===== config.mk =====
export PLATFORM = sky130hd
export DESIGN_NAME = tank_access_sequencer
export DESIGN_NICKNAME = d
export VERILOG_FILES = /design/src/rtl/edsac_ctrl_pkg.sv /design/src/rtl/tank_seq_bitcnt.sv /design/src/rtl/tank_access_sequencer.sv
export SDC_FILE = /design/constraint.sdc
export NUM_CORES = 1
export LEC_CHECK = 0
export ABC_CLOCK_PERIOD_IN_PS = 2930
export CORE_MARGIN = 10
export CORE_UTILIZATION = 33
export DETAILED_ROUTE_END_ITERATION = 7
export PLACE_DENSITY = 0.64
export SYNTH_ARGS = -nofsm -noshare
export SYNTH_HDL_FRONTEND = slang
export SYNTH_HIERARCHICAL = 1
export SYNTH_SLANG_ARGS = --single-unit

===== constraint.sdc =====
create_clock -name clk -period 2.93 [get_ports clk]
set_input_delay 0.586 -clock clk [delete_from_list [all_inputs] [get_ports clk]]
set_output_delay 0.586 -clock clk [all_outputs]
set_load 0.02 [all_outputs]

===== src/rtl/edsac_ctrl_pkg.sv =====
// Shared control definitions for the tank access path.
//   tank_seq_state_e : sequencer states IDLE / WAIT_MC / XFER / DONE
//   REQ_ORDER/OPND   : requester indices (bit positions in req/wr/grant/done)
//   MC_LEN_DEF       : default clocks per minor cycle (one word slot)
//   tank_xfer_t      : transfer context latched at arbitration
//   rr_pick()        : two-way round-robin winner select
package edsac_ctrl_pkg;

  typedef enum logic [1:0] {
    IDLE    = 2'd0,
    WAIT_MC = 2'd1,
    XFER    = 2'd2,
    DONE    = 2'd3
  } tank_seq_state_e;

  localparam int REQ_ORDER  = 0;
  localparam int REQ_OPND   = 1;
  localparam int MC_LEN_DEF = 18;

  typedef struct packed {
    logic       win;   // winning requester index
    logic       dir;   // 1 = write (t_in), 0 = read (t_out)
    logic [1:0] tank;  // tank number 0..3
  } tank_xfer_t;

  // prio names the requester that wins a tie; a lone requester always wins.
  function automatic logic rr_pick(input logic [1:0] req, input logic prio);
    if (req[REQ_ORDER] && req[REQ_OPND]) return prio;
    return req[REQ_OPND];
  endfunction

endpackage


===== src/rtl/tank_seq_bitcnt.sv =====
// Minor-cycle bit counter: counts 0..N-1 while enabled.
//   clk, rst : clock, async active-high reset
//   en       : count this clock
//   clr      : synchronous clear (wins over en)
//   tc       : terminal count, high while enabled at value N-1
module tank_seq_bitcnt
  import edsac_ctrl_pkg::*;
#(
  parameter int N = MC_LEN_DEF
) (
  input  logic clk,
  input  logic rst,
  input  logic en,
  input  logic clr,
  output logic tc
);

  localparam int W = (N > 1) ? $clog2(N) : 1;

  logic [W-1:0] cnt_q;

  assign tc = en && (cnt_q == W'(N - 1));

  always_ff @(posedge clk or posedge rst) begin
    if (rst)      cnt_q <= '0;
    else if (clr) cnt_q <= '0;
    else if (en)  cnt_q <= tc ? '0 : cnt_q + 1'b1;
  end

endmodule


===== src/rtl/tank_access_sequencer.sv =====
// Tank access sequencer: arbitrates order-fetch (req[0]) and operand (req[1])
// access to the delay-line tanks, selects the tank through f7/f8, waits for
// the next minor-cycle start and strobes t_in or t_out for one minor cycle.
//   clk, rst           : clock, async active-high reset
//   mc_start           : one-clock pulse at first pulse position of a minor cycle
//   req, wr            : per-requester request / direction (wr[0] ignored)
//   tsel0, tsel1       : tank numbers for requester 0 / 1
//   f7_*, f8_*         : complementary tank-select lines (f7 = bit0, f8 = bit1)
//   t_in, t_out        : tank write / read strobes
//   grant, done        : one-hot grant for the transfer / one-clock done pulse
//   busy               : not IDLE
//   err                : sticky WAIT_MC timeout
// Build option: define TANK_SEQ_TIMEOUT_EN to enable the WAIT_MC watchdog
// (TMO_LEN clocks); without it WAIT_MC waits forever and err is 0.
module tank_access_sequencer
  import edsac_ctrl_pkg::*;
#(
  parameter int MC_LEN  = MC_LEN_DEF,
  parameter int TMO_LEN = 64
) (
  input  logic       clk,
  input  logic       rst,
  input  logic       mc_start,
  input  logic [1:0] req,
  input  logic [1:0] wr,
  input  logic [1:0] tsel0,
  input  logic [1:0] tsel1,
  output logic       f7_pos,
  output logic       f7_neg,
  output logic       f8_pos,
  output logic       f8_neg,
  output logic       t_in,
  output logic       t_out,
  output logic [1:0] grant,
  output logic [1:0] done,
  output logic       busy,
  output logic       err
);

  tank_seq_state_e state_q, state_d;
  tank_xfer_t      xfer_q, xfer_d;
  logic [1:0]      grant_q, grant_d;
  logic            prio_q, prio_d;
  logic            win_pick;
  logic            cnt_tc;
  logic            tmo_hit;
  logic            sel_on;

  assign win_pick = rr_pick(req, prio_q);

  tank_seq_bitcnt #(.N(MC_LEN)) u_bitcnt (
    .clk (clk),
    .rst (rst),
    .en  (state_q == XFER),
    .clr (state_q != XFER),
    .tc  (cnt_tc)
  );

`ifdef TANK_SEQ_TIMEOUT_EN
  localparam int WD_W = $clog2(TMO_LEN) + 1;

  logic [WD_W-1:0] wd_q;
  logic            err_q;

  // Fires on the TMO_LEN-th clock spent in WAIT_MC; mc_start on that clock wins.
  assign tmo_hit = (state_q == WAIT_MC) && (wd_q == WD_W'(TMO_LEN - 1));

  always_ff @(posedge clk or posedge rst) begin
    if (rst) begin
      wd_q  <= '0;
      err_q <= 1'b0;
    end else begin
      wd_q <= (state_q == WAIT_MC) ? wd_q + 1'b1 : '0;
      if (tmo_hit && !mc_start) err_q <= 1'b1;
    end
  end

  assign err = err_q;
`else
  // Watchdog compiled out: never true, keeps TMO_LEN referenced.
  assign tmo_hit = (TMO_LEN < 0);
  assign err     = 1'b0;
`endif

  always_comb begin
    state_d = state_q;
    xfer_d  = xfer_q;
    grant_d = grant_q;
    prio_d  = prio_q;
    unique case (state_q)
      IDLE: begin
        if (|req) begin
          xfer_d.win  = win_pick;
          xfer_d.tank = win_pick ? tsel1 : tsel0;
          // Order fetch is always a read, so only the operand's wr counts.
          xfer_d.dir  = win_pick & wr[win_pick];
          grant_d           = '0;
          grant_d[win_pick] = 1'b1;
          prio_d      = ~win_pick;
          state_d     = WAIT_MC;
        end
      end
      WAIT_MC: begin
        if (mc_start) begin
          state_d = XFER;
        end else if (tmo_hit) begin
          state_d = DONE;
          grant_d = '0;
        end
      end
      XFER: begin
        if (cnt_tc) begin
          state_d = DONE;
          grant_d = '0;
        end
      end
      DONE:    state_d = IDLE;
      default: state_d = IDLE;
    endcase
  end

  always_ff @(posedge clk or posedge rst) begin
    if (rst) begin
      state_q <= IDLE;
      xfer_q  <= '0;
      grant_q <= '0;
      prio_q  <= 1'b1;
    end else begin
      state_q <= state_d;
      xfer_q  <= xfer_d;
      grant_q <= grant_d;
      prio_q  <= prio_d;
    end
  end

  // Outputs decode registered state only, so async reset drops them at once.
  assign sel_on = (state_q == WAIT_MC) || (state_q == XFER);
  assign f7_pos = sel_on &  xfer_q.tank[0];
  assign f7_neg = sel_on & ~xfer_q.tank[0];
  assign f8_pos = sel_on &  xfer_q.tank[1];
  assign f8_neg = sel_on & ~xfer_q.tank[1];
  assign t_in   = (state_q == XFER) &  xfer_q.dir;
  assign t_out  = (state_q == XFER) & ~xfer_q.dir;
  assign grant  = grant_q;
  assign busy   = (state_q != IDLE);

  always_comb begin
    done = '0;
    done[xfer_q.win] = (state_q == DONE);
  end

endmodule


======== Word level (Yosys, flattened, before mapping) ========
Cells that the tools add are included.
storage, ports and cells
  register bits ........................... 14
  input bits .............................. 11
  output and inout port bits .............. 12
  word-level logic and storage cells ...... 65
operators by class
  $add $sub $neg .......................... 1
  order comparisons ....................... 4
  equal/unequal tests ..................... 8
  multiplexer cells ....................... 20
  bitwise logic cells ..................... 12
  reduce and logical (&&, ||, !) cells .... 13
operator list
  kind                 number
  $mux 5               3
  $mux 2               6
  $ne 2x2->1 const B   4
  $pmux 2 s4           1
  $and 1x1->1          7
  $mux 1               7
  $reduce_and 3->1     2
  $reduce_bool 2->1    3
  $add 5x1->5 const B  1
  $eq 5x5->1 const B   1
  $eq 2x2->1 const B   2
  $logic_and 1x1->1    4
  $lt 1x2->1 const B   2
  $not 1->1            4
  $pmux 2 s2           1
  $and 2x2->2          1
  $demux 1 s1          2
  $eq 2x1->1 const B   1
  $ge 1x1->1 const B   2
  $logic_not 2->1      1
  $reduce_and 2->1     1
  $reduce_or 2->1      1
  $logic_or 1x1->1     1

======== Depth between registers and ports, before layout ========
  word-level depth ........................ 9
  depth in mapped cells ................... 7
  gate-level depth less buffers ........... 7

======== Modules after synthesis ========
The synthesis kept the hierarchy.
by module, submodules not included
  module                 times used  cells each  area each (um^2)  sequential area each (um^2)
  tank_access_sequencer  1           61          593.1             226.5
  tank_seq_bitcnt        1           30          277.8             125.1

======== Worst setup path after synthesis ========
No wires, ideal clock.
  kind .................................... register -> register
  start ................................... reg state_q[0]
  end ..................................... reg state_q[1]
  setup time .............................. 0.127 ns
  arrival ................................. 1.824 ns
  data required time ...................... 2.803 ns
  slack ................................... 0.979 ns
  stages on the path, launching flop included .. 7
  path buffers ............................ 0
  period minus slack after synthesis ...... 1.951 ns
  cell sequence ........................... dfrtp_1 -> inv_1 -> ha_1 -> nor3b_1 -> inv_1 -> a222oi_1 -> mux2_1
on the way
  cells in the longest elaborated chain, start to end .. 4
  elaborated cells on any way between the ends .. 10
  those cells by class .................... 6 x eq/ne; 1 x mux; 3 x reduce/logical
ends and longest elaborated chain
  what                               line                          RTL
  start, declared                    tank_access_sequencer.sv:40   tank_seq_state_e state_q, state_d;
  start signal, assigned             tank_access_sequencer.sv:129  state_q <= state_d;
  $eq 2x2->1                         tank_access_sequencer.sv:54   .en (state_q == XFER),
  $logic_and 1x1->1                  tank_seq_bitcnt.sv:22         assign tc = en && (cnt_q == W'(N - 1));
  named net cnt_tc                   tank_access_sequencer.sv:45   logic cnt_tc;
  $ne 2x2->1 (no source line)        -
  $reduce_and 3->1 (no source line)  -
The timed path passes the listed nets, and every way through them passes these cells.
A chain may end at the register's enable or synchronous reset.

======== Worst setup path in the final report ========
  start ................................... reg state_q[0]
  end ..................................... out t_out
on the way
  cells in the longest elaborated chain, start to end .. 2
ends and longest elaborated chain
  what           line                          RTL
  $eq 2x2->1     tank_access_sequencer.sv:143  assign t_out = (state_q == XFER) & ~xfer_q.dir;
  $and 1x1->1    tank_access_sequencer.sv:143
  end, declared  tank_access_sequencer.sv:33   output logic t_out,
No other way between the ends.

==> out/qor.yml <==
clocking:
  clockBufferDepth: 2
  post_cts_buffers: 0
  cts_sinks: 14
  clkTransAtPathRegs_ns: 0.09
  cts_buffers: 3
  clock_latency_ns: 0.28
  cts_root_buffer: "clkbuf_4"
  cts_hold_buffers: 0
  htreeDepth: 1
  post_cts.resized_instances: 0
  tritoncts: "done"
synthesis:
  synth_fa_ha_area_frac: 0.1149
  synth-seq-cells: 14
  synth_top_family_by_area: "simple AND/OR/NAND/NOR gates"
  syn_area_um2: 870.8
  yosys_warnings: 6
  synthCells: 91
  synth_top_area_share: 0.3736
  synth-compound-area-share: 0.1739
  yosysTopAreaCell: "dfrtp_1"
  synth-edff-count: 0
  synth.distinct_cells: 35
  synthFlopType: "dfrtp_1"
  muxShareOfSynthArea: 0.03592
  synth_area_per_cell_um2: 9.570
  synth_nets: 110
  synth.top_cells.by_area: "dfrtp_1, ha_1, nand2_1"
  yosysSeqAreaShare: 0.4037
  synthXorXnorAreaFrac: 0.01006
  synth-simple-area-share: 0.1911
  async_flop_share: 1.000
critical_path:
  critPathMaxStageDelay_ns: 0.61
  crit_type: "reg2out"
  startpoint_type: "register"
  crit_slowest_cell: "clkdlybuf4s50_1"
  regToRegSetupSlack_ns: 0.73
  r2r_end: "state_q[1]$_DFFE_PP0P_"
  regToRegStartpoint: "state_q[0]$_DFFE_PP0P_"
  cp-end-kind: "primary output"
  cp_max_fo: 7
  required_ns: 2.34
  r2r_cells: 6
  worstPathCellList: "inv_1 -> ha_1 -> nor2b_1 -> clkdlybuf4s50_1"
  crit_arrival_ns: 1.92
routing:
  routed_wl_um: 1862
  vias_per_cell: 4.915
  top_layer_used: "met4"
  ant_nets: 0
  drt_iter0_drc: 10
  wl_met1_um: 768
  wire_per_inst_um: 13.11
  route.met3.wl_um: 127
  met2_wirelength_um: 944
  drc: 0
  num_vias: 698
  first_pass_iters: 4
placement:
  io_buffers: 20
  gp_routability_congestion: 0.7028
  pre_cts_slack_ns: 0.6892
  dpl.hpwl_um: 1591
layout:
  syn2layout_area_growth_pct: 28.74
  final_nets: 132
  layout_common_cells: "clkdlybuf4s50_1, dfrtp_1, nand2_1"
  drive_gt1_frac: 0.08036
  diodes: 0
  layout_commonest_cell: "clkdlybuf4s50_1"
global_route:
  antenna_found_initial: 0
  overflow: 0
  grt.total_usage: 0.07954
  grt_pass1_wl_um: 3408
  grt_max_degree: 11
  grt_pass1_vias: 780
worst_hold_path:
  worstHoldEndpoint: "xfer_q[2]$_DFFE_PP0P_"
  hp-class: "reg2reg"
  hp-start: "xfer_q[2]$_DFFE_PP0P_"
  worst_hold_path.num_cells: 2
sta:
  setup_violations: 0
  finalHoldViolCount: 0
  finalCriticalPeriod_ns: 2.505
  max-slew-margin-rel: 0.6217
  fmax_mhz: 399.2
  layout_setup_ws_ns: 0.4249
  tightest_slew_ns: 0.5615
  rsz0062_at_grt: "false"
  fin_skew_ns: 0.002821
  slew_viol_final: 0
  setup-tns-final_ns: 0
  finalCritPeriodShare: 0.8550
pwr:
  powerDensity_nw_per_um2: 993.0
  p_leak_nw: 0.4817
  vdd_drop_max_mv: 0.5648
floorplanning:
  ioPinCount: 23
  die_w_um: 71.37
  die_h_um: 71.37
  core_um2: 2500
  dieArea_um2: 5094
  rows: 18
  start_util: 0.3483
job:
  max_cap_violations: 0
run_status:
  status: "finished clean"
[cell type report]
cell class,count,area [um^2]
Clock buffer,4,36.28
Multi-Input combinational cell,65,461.7
Sequential cell,14,351.6
Fill cell,252,1379
Inverter,9,33.78
Tap cell,30,37.54
Timing Repair Buffer,20,200.2
[worst max-delay path by stage]
stage | from | to | cells past startpoint
after global placement | req[1] | state_q[1]$_DFFE_PP0P_ | 4
after CTS | state_q[0]$_DFFE_PP0P_ | t_out | 4
after floorplan | state_q[0]$_DFFE_PP0P_ | state_q[1]$_DFFE_PP0P_ | 6
final | state_q[0]$_DFFE_PP0P_ | t_out | 4
after detailed placement | req[1] | state_q[1]$_DFFE_PP0P_ | 4
after global routing | state_q[0]$_DFFE_PP0P_ | t_out | 4
[sequential cells by signal, summed over array words and instances (netlist names)]
signal,count
prio_q,1
u_bitcnt/cnt_q,5
grant,2
state_q,2
xfer_q,4
[cells by family (layout without fill, tap and decap cells)]
family          after synthesis  in the layout
flops                        14             14
buf+inv                      12             33
fa+ha+maj                     8              8
simple gates                 31             31
xor+xnor                      1              1
compound gates               21             21
other cells                   1              1
mux                           3              3
[synth_stat cells (all sizes together), types with 2 or more instances]
cell / number
dfrtp: 13
buf: 2
nor2: 4
o21ai: 6
nand3: 2
inv: 9
mux2i: 2
nor2b: 5
and2: 4
o22a: 2
a21boi: 2
a21oi: 2
ha: 8
a31o: 2
or3b: 2
nand2: 10
[worst max-delay path, delay by kind of cell (launching register included)]
family                     cells  cell delay, ns
adders and majority gates      1            0.30
buffers and inverters          2            0.76
DFF                            1            0.42
and+or+nand+nor                1            0.16
[report_power, final]
part | leakage (nW) | internal [W] | switching, W | total, W
Combinational | 0.283 | 0.000314 | 0.000338 | 0.000652
Clock | 0.0210 | 0.0000757 | 0.0000677 | 0.000143
Sequential | 0.177 | 0.000266 | 0.0000519 | 0.000318
[per-stage QoR]
stage | util | total power (W) | area (um^2) | instances | hold slack (ns)
floorplan | - | 0.0007289 | 870.8 | 91 | 0.3645
global placement | 0.4339 | 0.0009671 | 1085 | 138 | 0.4796
detailed placement | 0.4339 | 0.0009888 | 1085 | 138 | 0.4953
CTS | 0.4484 | 0.001137 | 1121 | 142 | 0.5188
global route | 0.4484 | 0.001213 | 1121 | 142 | 0.5353
finish | 0.4484 | 0.001113 | 1121 | 142 | 0.5126
[per-layer routing]
metal  GRT usage  vias to the layer above
met5           0                        -
met3     0.03030                        2
met4     0.02581                        0
li1            -                      349
met2      0.1471                       15
met1     0.07934                      332
Power figures use the tool's default switching activity.
